<file path="src/rtl/piece_dispenser.sv">
// piece_dispenser
// Two-deep bag buffer between a 7-piece bag generator and a piece consumer.
// The "cur" buffer is dispensed slot by slot while the "nxt" buffer is
// refilled in the background by a small fetch FSM, so the consumer sees no
// bubble at a bag boundary as long as the generator keeps up.
// Optional look-ahead outputs (next_valid / next_piece) are built only when
// the macro PIECE_PREVIEW_EN is defined.
module piece_dispenser (
   input  logic        clk,
   input  logic        nreset,
   output logic        newbag,
   input  logic        bag_ready,
   input  logic [20:0] bag_pieces,
   output logic        piece_valid,
   output logic [2:0]  piece,
   input  logic        piece_take,
`ifdef PIECE_PREVIEW_EN
   output logic        next_valid,
   output logic [2:0]  next_piece,
`endif
   output logic        bag_err
);

   // Fetch FSM encoding.
   localparam logic [1:0] F_IDLE  = 2'd0;
   localparam logic [1:0] F_REQ   = 2'd1;
   localparam logic [1:0] F_GUARD = 2'd2;
   localparam logic [1:0] F_WAIT  = 2'd3;

   logic [1:0]  r_state;
   logic [1:0]  w_state_next;

   logic [20:0] r_cur;
   logic [2:0]  r_idx;
   logic [3:0]  r_cnt;

   logic [20:0] r_nxt;
   logic        r_nxt_full;

   logic        r_bag_err;

   logic        w_capture;
   logic        w_xfer;
   logic        w_load;

   // Select one 3-bit code out of a packed 7-slot bag; slot 0 sits in the LSBs.
   function automatic logic [2:0] slot_of(input logic [20:0] bag, input logic [2:0] idx);
      case (idx)
         3'd0:    return bag[2:0];
         3'd1:    return bag[5:3];
         3'd2:    return bag[8:6];
         3'd3:    return bag[11:9];
         3'd4:    return bag[14:12];
         3'd5:    return bag[17:15];
         3'd6:    return bag[20:18];
         default: return 3'd0;
      endcase
   endfunction

   // True when any slot of the bag carries the illegal code 7.
   function automatic logic has_seven(input logic [20:0] bag);
      logic found;
      found = 1'b0;
      for (int k = 0; k < 7; k++) begin
         if (bag[3*k +: 3] == 3'd7) found = 1'b1;
      end
      return found;
   endfunction

   // A capture happens only while waiting; the guard cycle before it masks a
   // ready level that is still left over from the previous bag.
   assign w_capture = (r_state == F_WAIT) && bag_ready;

   // A consumer handshake only counts while a piece is actually on offer.
   assign w_xfer = piece_valid && piece_take;

   // Refill cur from nxt when cur is empty, or on the very edge that takes
   // the last piece of cur so the consumer never sees an empty cycle.
   assign w_load = r_nxt_full && ((r_cnt == 4'd0) || (w_xfer && (r_cnt == 4'd1)));

   // Next-state logic of the fetch FSM.
   always_comb begin
      // NOTE: default first so every path assigns the output and no latch is inferred.
      w_state_next = r_state;
      case (r_state)
         F_IDLE:  if (!r_nxt_full) w_state_next = F_REQ;
         F_REQ:   w_state_next = F_GUARD;
         F_GUARD: w_state_next = F_WAIT;
         F_WAIT:  if (bag_ready) w_state_next = F_IDLE;
         default: w_state_next = F_IDLE;
      endcase
   end

   // Fetch FSM state register; reset abandons any fetch in progress.
   always_ff @(posedge clk or negedge nreset) begin
      // NOTE: non-blocking assignments in clocked blocks so every register samples pre-edge values.
      if (!nreset) r_state <= F_IDLE;
      else         r_state <= w_state_next;
   end

   // The request pulse is exactly the one cycle spent in F_REQ.
   assign newbag = (r_state == F_REQ);

   // Current bag: dispense slot by slot, or reload from nxt.
   always_ff @(posedge clk or negedge nreset) begin
      // NOTE: the bag buffers are plain flops and are reset too, so piece reads 0 while in reset.
      if (!nreset) begin
         r_cur <= '0;
         r_idx <= '0;
         r_cnt <= '0;
      end else if (w_load) begin
         r_cur <= r_nxt;
         r_idx <= 3'd0;
         r_cnt <= 4'd7;
      end else if (w_xfer) begin
         r_idx <= r_idx + 3'd1;
         r_cnt <= r_cnt - 4'd1;
      end
   end

   // Next bag: a capture wins over the drain caused by a simultaneous load,
   // so the load takes the old contents and the new bag stays queued.
   always_ff @(posedge clk or negedge nreset) begin
      if (!nreset) begin
         r_nxt      <= '0;
         r_nxt_full <= 1'b0;
      end else if (w_capture) begin
         r_nxt      <= bag_pieces;
         r_nxt_full <= 1'b1;
      end else if (w_load) begin
         r_nxt_full <= 1'b0;
      end
   end

   // Sticky error flag for any captured bag holding code 7; only reset clears it.
   always_ff @(posedge clk or negedge nreset) begin
      if (!nreset)                             r_bag_err <= 1'b0;
      else if (w_capture && has_seven(bag_pieces)) r_bag_err <= 1'b1;
   end

   assign piece_valid = (r_cnt != 4'd0);
   assign piece       = slot_of(r_cur, r_idx);
   assign bag_err     = r_bag_err;

`ifdef PIECE_PREVIEW_EN
   // Look-ahead: the following slot of cur, or slot 0 of nxt at the bag boundary.
   always_comb begin
      next_valid = 1'b0;
      next_piece = 3'd0;
      if (r_cnt >= 4'd2) begin
         next_valid = 1'b1;
         next_piece = slot_of(r_cur, r_idx + 3'd1);
      end else if ((r_cnt == 4'd1) && r_nxt_full) begin
         next_valid = 1'b1;
         next_piece = r_nxt[2:0];
      end
   end
`endif

endmodule

</file>
<file path="config.mk">
export PLATFORM = sky130hd
export DESIGN_NAME = piece_dispenser
export DESIGN_NICKNAME = d
export VERILOG_FILES = /design/src/rtl/piece_dispenser.sv
export SDC_FILE = /design/constraint.sdc
export NUM_CORES = 1
export LEC_CHECK = 0
export CAP_MARGIN = 5
export CORE_ASPECT_RATIO = 0.7
export CORE_MARGIN = 2
export CORE_UTILIZATION = 59
export DETAILED_ROUTE_END_ITERATION = 16
export PLACE_DENSITY_LB_ADDON = 0.1
export SLEW_MARGIN = 20
export SYNTH_ARGS = -nofsm -noshare
export SYNTH_HDL_FRONTEND = slang
export SYNTH_SLANG_ARGS = --single-unit
export TNS_END_PERCENT = 10
</file>
<file path="constraint.sdc">
create_clock -name clk -period 3.5 [get_ports clk]
set_clock_uncertainty 0.1 [all_clocks]
set_input_delay 0.7 -clock clk [delete_from_list [all_inputs] [get_ports clk]]
set_output_delay 0.7 -clock clk [all_outputs]
set_load 0.05 [all_outputs]
</file>
# Word-level counts from Yosys, hierarchy flattened
# Cells that the tools add are included.
[word_totals] elab_cells=58 output_inout_bits=6 input_bits=25 ff_bits=53
[classes] n_addsub=2 reduce_logical=13 n_mux=17 eq_ne=19
[op_table] op="$eq 3x3->1 const B" count=10
[op_table] op="$pmux 3 s7" count=1
[op_table] op="$mux 1" count=9
[op_table] op="$mux 4" count=2
[op_table] op="$pmux 2 s4" count=1
[op_table] op="$eq 3x2->1 const B" count=2
[op_table] op="$mux 3" count=2
[op_table] op="$logic_and 1x1->1" count=5
[op_table] op="$eq 2x2->1 const B" count=2
[op_table] op="$eq 4x1->1 const B" count=1
[op_table] op="$logic_not 4->1" count=1
[op_table] op="$mux 2" count=2
[op_table] op="$ne 2x2->1 const B" count=2
[op_table] op="$reduce_bool 2->1" count=2
[op_table] op="$reduce_bool 4->1" count=1
[op_table] op="$sub 4x1->4 const B" count=1
[op_table] op="$add 3x1->3 const B" count=1
[op_table] op="$eq 3x1->1 const B" count=1
[op_table] op="$logic_not 3->1" count=1
[op_table] op="$eq 2x1->1 const B" count=1
[op_table] op="$logic_not 2->1" count=1
[op_table] op="$reduce_and 2->1" count=1
[op_table] op="$logic_or 1x1->1" count=1

# Logic depth before layout (Yosys ltp)
[logic_depth] depth_word=9 mapped_depth=6 ltp_nobuf=6

# Worst setup path after synthesis
# No wires, ideal clock.
[synth_timing] kind="register to output" startpoint="register r_idx[2]" endpoint="output port piece[1]" path_slack_ns=1.204 path_stages_with_launch=5 required_ns=2.700 arrival_ns=1.496 cell_sequence="dfrtp_1 -> clkbuf_1 -> mux2_2 -> a22oi_1 -> nand2_1"
[synth_via] elab_chain_cells=2 elab_cells_between_ends=8 classes_between="eq/ne: 6; mux: 1; reduce/logical: 1"
[synth_lines] element="start: declaration" line_no="34" source="logic [2:0] r_idx;"
[synth_lines] element="start signal: assignment" line_no="116" source="r_idx <= r_idx + 3'd1;"
[synth_lines] element="$eq 3x3->1 (tied with other cells)" line_no="48" source="case (idx)"
[synth_lines] element="$pmux 3 s7 *" line_no="48"
[synth_lines] element="end: declaration" line_no="15" source="output logic [2:0] piece,"
# Every way passes the cells marked *; elsewhere a longest branch is shown, timed or not.

# Worst setup path after layout
[layout_timing] startpoint="register r_cnt[0]" endpoint="output port piece_valid"
[layout_via] elab_chain_cells=1
[layout_lines] element="start: declaration" line_no="35" source="logic [3:0] r_cnt;"
[layout_lines] element="start signal: assignment" line_no="117" source="r_cnt <= r_cnt - 4'd1;"
[layout_lines] element="$reduce_bool 4->1" line_no="141" source="assign piece_valid = (r_cnt != 4'd0);"
[layout_lines] element="end: declaration" line_no="14" source="output logic piece_valid,"
# No other way between the ends.

==> results.md <==
* Sequential area share after synthesis at 54.1%
* Hpwl dp at 3490 um
* Vias in the first global route at 1594
* F_max at 315 MHz
* Initial antenna violation count at 0
* Via-to-Cell Ratio at 5.72
* Min cycle time layout at 3.18 ns
* Top routing layer in use: met4
* R2R Setup Slk at 1.50 ns
* Period utilization at 90.8%
* Final Wtd Congestion at 0.850
* ANT cells at 0
* Iter 0 DRT Violations at 59
* Critical Path RT at 2.70 ns
* Synthesis-to-layout area growth at 17.3%
* Die height at 57.9 um
* Worst R2R Start: r_cnt[0]
* Post-Route M1 WL at 2250 um
* Fillers at 269
* DRC viols at 0
* Max-Cap Viols at 0
* Num rows at 19
* Mean Syn Cell Area at 13.5 um^2
* Synth Register Bits at 53
* Nets@finish at 250
* Reg2reg end: r_cur[0]
* CTS tree: yes
* Setup crit end kind: primary output
* Post-CTS setup buffer count at 0
* Yosys cell types at 29
* Outcome: complete, no violations
* Total die area at 0.00469 mm^2
* Clock buffer depth at 2
* Num Clock Sinks at 53
* Detailed Route WL at 4720 um
* All-layer global routing usage at 23.0%
* Share of layout cells above drive strength 1 at 30.4%
* Setup TNS at 0 ns
* Routed length on met3 at 190 um
* I/O pins at 31
* # resized after CTS at 0
* Die Wd at 81.0 um
* Slew headroom at 56.4%
* Static Leak at 0.00126 uW
* Slew Viols, Final at 0
* First-pass GRT wire length at 7960 um
* Final setup fails at 0
* WP data arrival at 2.38 ns
* Most frequent cells in the layout: 53 x dfrtp_1, 52 x mux2_2, 29 x clkdlybuf4s50_1
* H-Tree Depth at 2
* First-pass DRT Iterations at 4
* Crit start category: flop
* Net Count, Synth at 217
* CTS Buf Count at 5
* Post-synth top area cell: dfrtp_1
* Pwr Density at 926 mW/mm^2
* Root Driver: clkbuf_8
* Hold Vio Cnt, Final at 0
* Hold Buf Count CTS at 0
* Input/output buffers at 30
* Global route total overflow at 0
* Commonest non-fill, non-tap cell in the layout: dfrtp_1
* CP Class: reg2out
* Worst IR drop on VDD at 0.631 mV
* Largest fanout on the critical path at 7
* Reg2reg path depth at 6
* Worst Hold Class: in2async
* Avg WL per Cell at 17.8 um
* Largest net degree at the start of global routing at 54
* Worst slew pin tran at 0.654 ns
* Met2 WL at 2220 um
* DRT antenna net count at 0
* RSZ-0062 raised after global routing: no
* Power, Total at 2660 uW
* Starting density of the core at 62.1%
* Area contributors post-synth: dfrtp_1 54%, mux2_2 24%, ha_1 5.6%
* Core area at 0.00395 mm^2
* Synth Instances at 181
* Worst-path clk slew at 0.09 ns
* Post-synthesis instance area at 0.00245 mm^2
* Syn. warnings at 0
* Share of the synthesized area in the top cell type at 54.1%
* Via count at 1521
* Worst-Skew Late Latency at 0.30 ns
==> sequential cells by signal, indices dropped and copies added, names as in the netlist <==
signal and flops:
r_idx 3, bag_err 1, r_cnt 4, r_nxt_full 1
r_cur 21, r_state 2, r_nxt 21
==> kinds of logic (layout without fill, tap and decap cells) <==
logic type	after synthesis	after routing	synth area share [%]
DFF	53	53	54.1
muxes	52	52	23.9
AOI/OAI and AO/OA	25	25	6.69
and+or+nand+nor	25	25	6.64
buffers and inverters	15	48	3.06
adders and majority gates	11	11	5.62
==> critical path, cell delays in order (launching register included) <==
cell and delay [ns]:
dfrtp_1 0.42, inv_1 0.10, ha_1 0.22, nor3b_2 0.39, inv_1 0.20, clkdlybuf4s50_1 0.74
==> cells in the mapped netlist <==
library cell  instances
o31ai_1               1
buf_4                 1
dfrtp_1              53
or3_1                 1
nor3_1                1
a311oi_1              1
nand3_1               8
a31oi_1               1
inv_1                 9
clkbuf_1              1
buf_6                 2
a22oi_1               6
a21oi_2               1
buf_1                 2
o32a_1                1
nor3b_2               1
or4b_2                1
and4_1                1
mux2_2               52
a41oi_1               1
nor2b_1               1
ha_1                 11
or4b_1                1
nand2_1               8
nor4b_4               1
and4b_1               1
a21oi_1               8
o21ai_0               4
o311ai_0              1
==> per-layer routing <==
| layer | vias up | global-route usage, % |
|---|---|---|
| met2 | 28 | 37.3 |
| met5 | - | 0 |
| met1 | 769 | 31.3 |
| li1 | 717 | - |
| met3 | 7 | 5.61 |
| met4 | 0 | 6.78 |
==> power by group <==
part	leakage, uW	internal, uW	switching, uW
sequential	0.000636	927	240
combinational	0.000575	598	557
clock	0.0000443	157	183
total	0.00126	1680	981
==> layout make-up <==
type / instances / area [um^2] / share of cell area (%)
Clock buffer: 7 / 86.3 / 3.00
Inverter: 9 / 33.8 / 1.18
Multi-Input combinational cell: 113 / 1050 / 36.5
Sequential cell: 53 / 1330 / 46.1
Tap cell: 52 / 65.1 / 2.26
Timing Repair Buffer: 32 / 313 / 10.9
==> worst max path at each step <==
stage | cells past startpoint | end | slack [ns] | start
finish | 5 | piece_valid | 0.32 | r_cnt[0]
global route | 5 | piece_valid | 0.14 | r_cnt[0]
CTS | 5 | piece_valid | 0.35 | r_cnt[0]
detailed placement | 5 | piece_valid | 0.69 | r_cnt[0]
global placement | 5 | piece_valid | 0.73 | r_cnt[0]
floorplan | 4 | piece[1] | 1.20 | r_idx[2]
==> metrics by stage <==
step / instances / area, um^2 / util, % / setup slack [ns] / hold slack (ns)
global route: 266 / 2870 / 72.8 / 0.144 / 0.373
finish: 266 / 2870 / 72.8 / 0.322 / 0.319
global placement: 259 / 2790 / 70.6 / 0.735 / 0.382
CTS: 266 / 2870 / 72.8 / 0.346 / 0.412
floorplan: 181 / 2450 / - / 1.20 / 0.304
detailed placement: 259 / 2790 / 70.6 / 0.689 / 0.391
(Power assumes the default switching activity.)
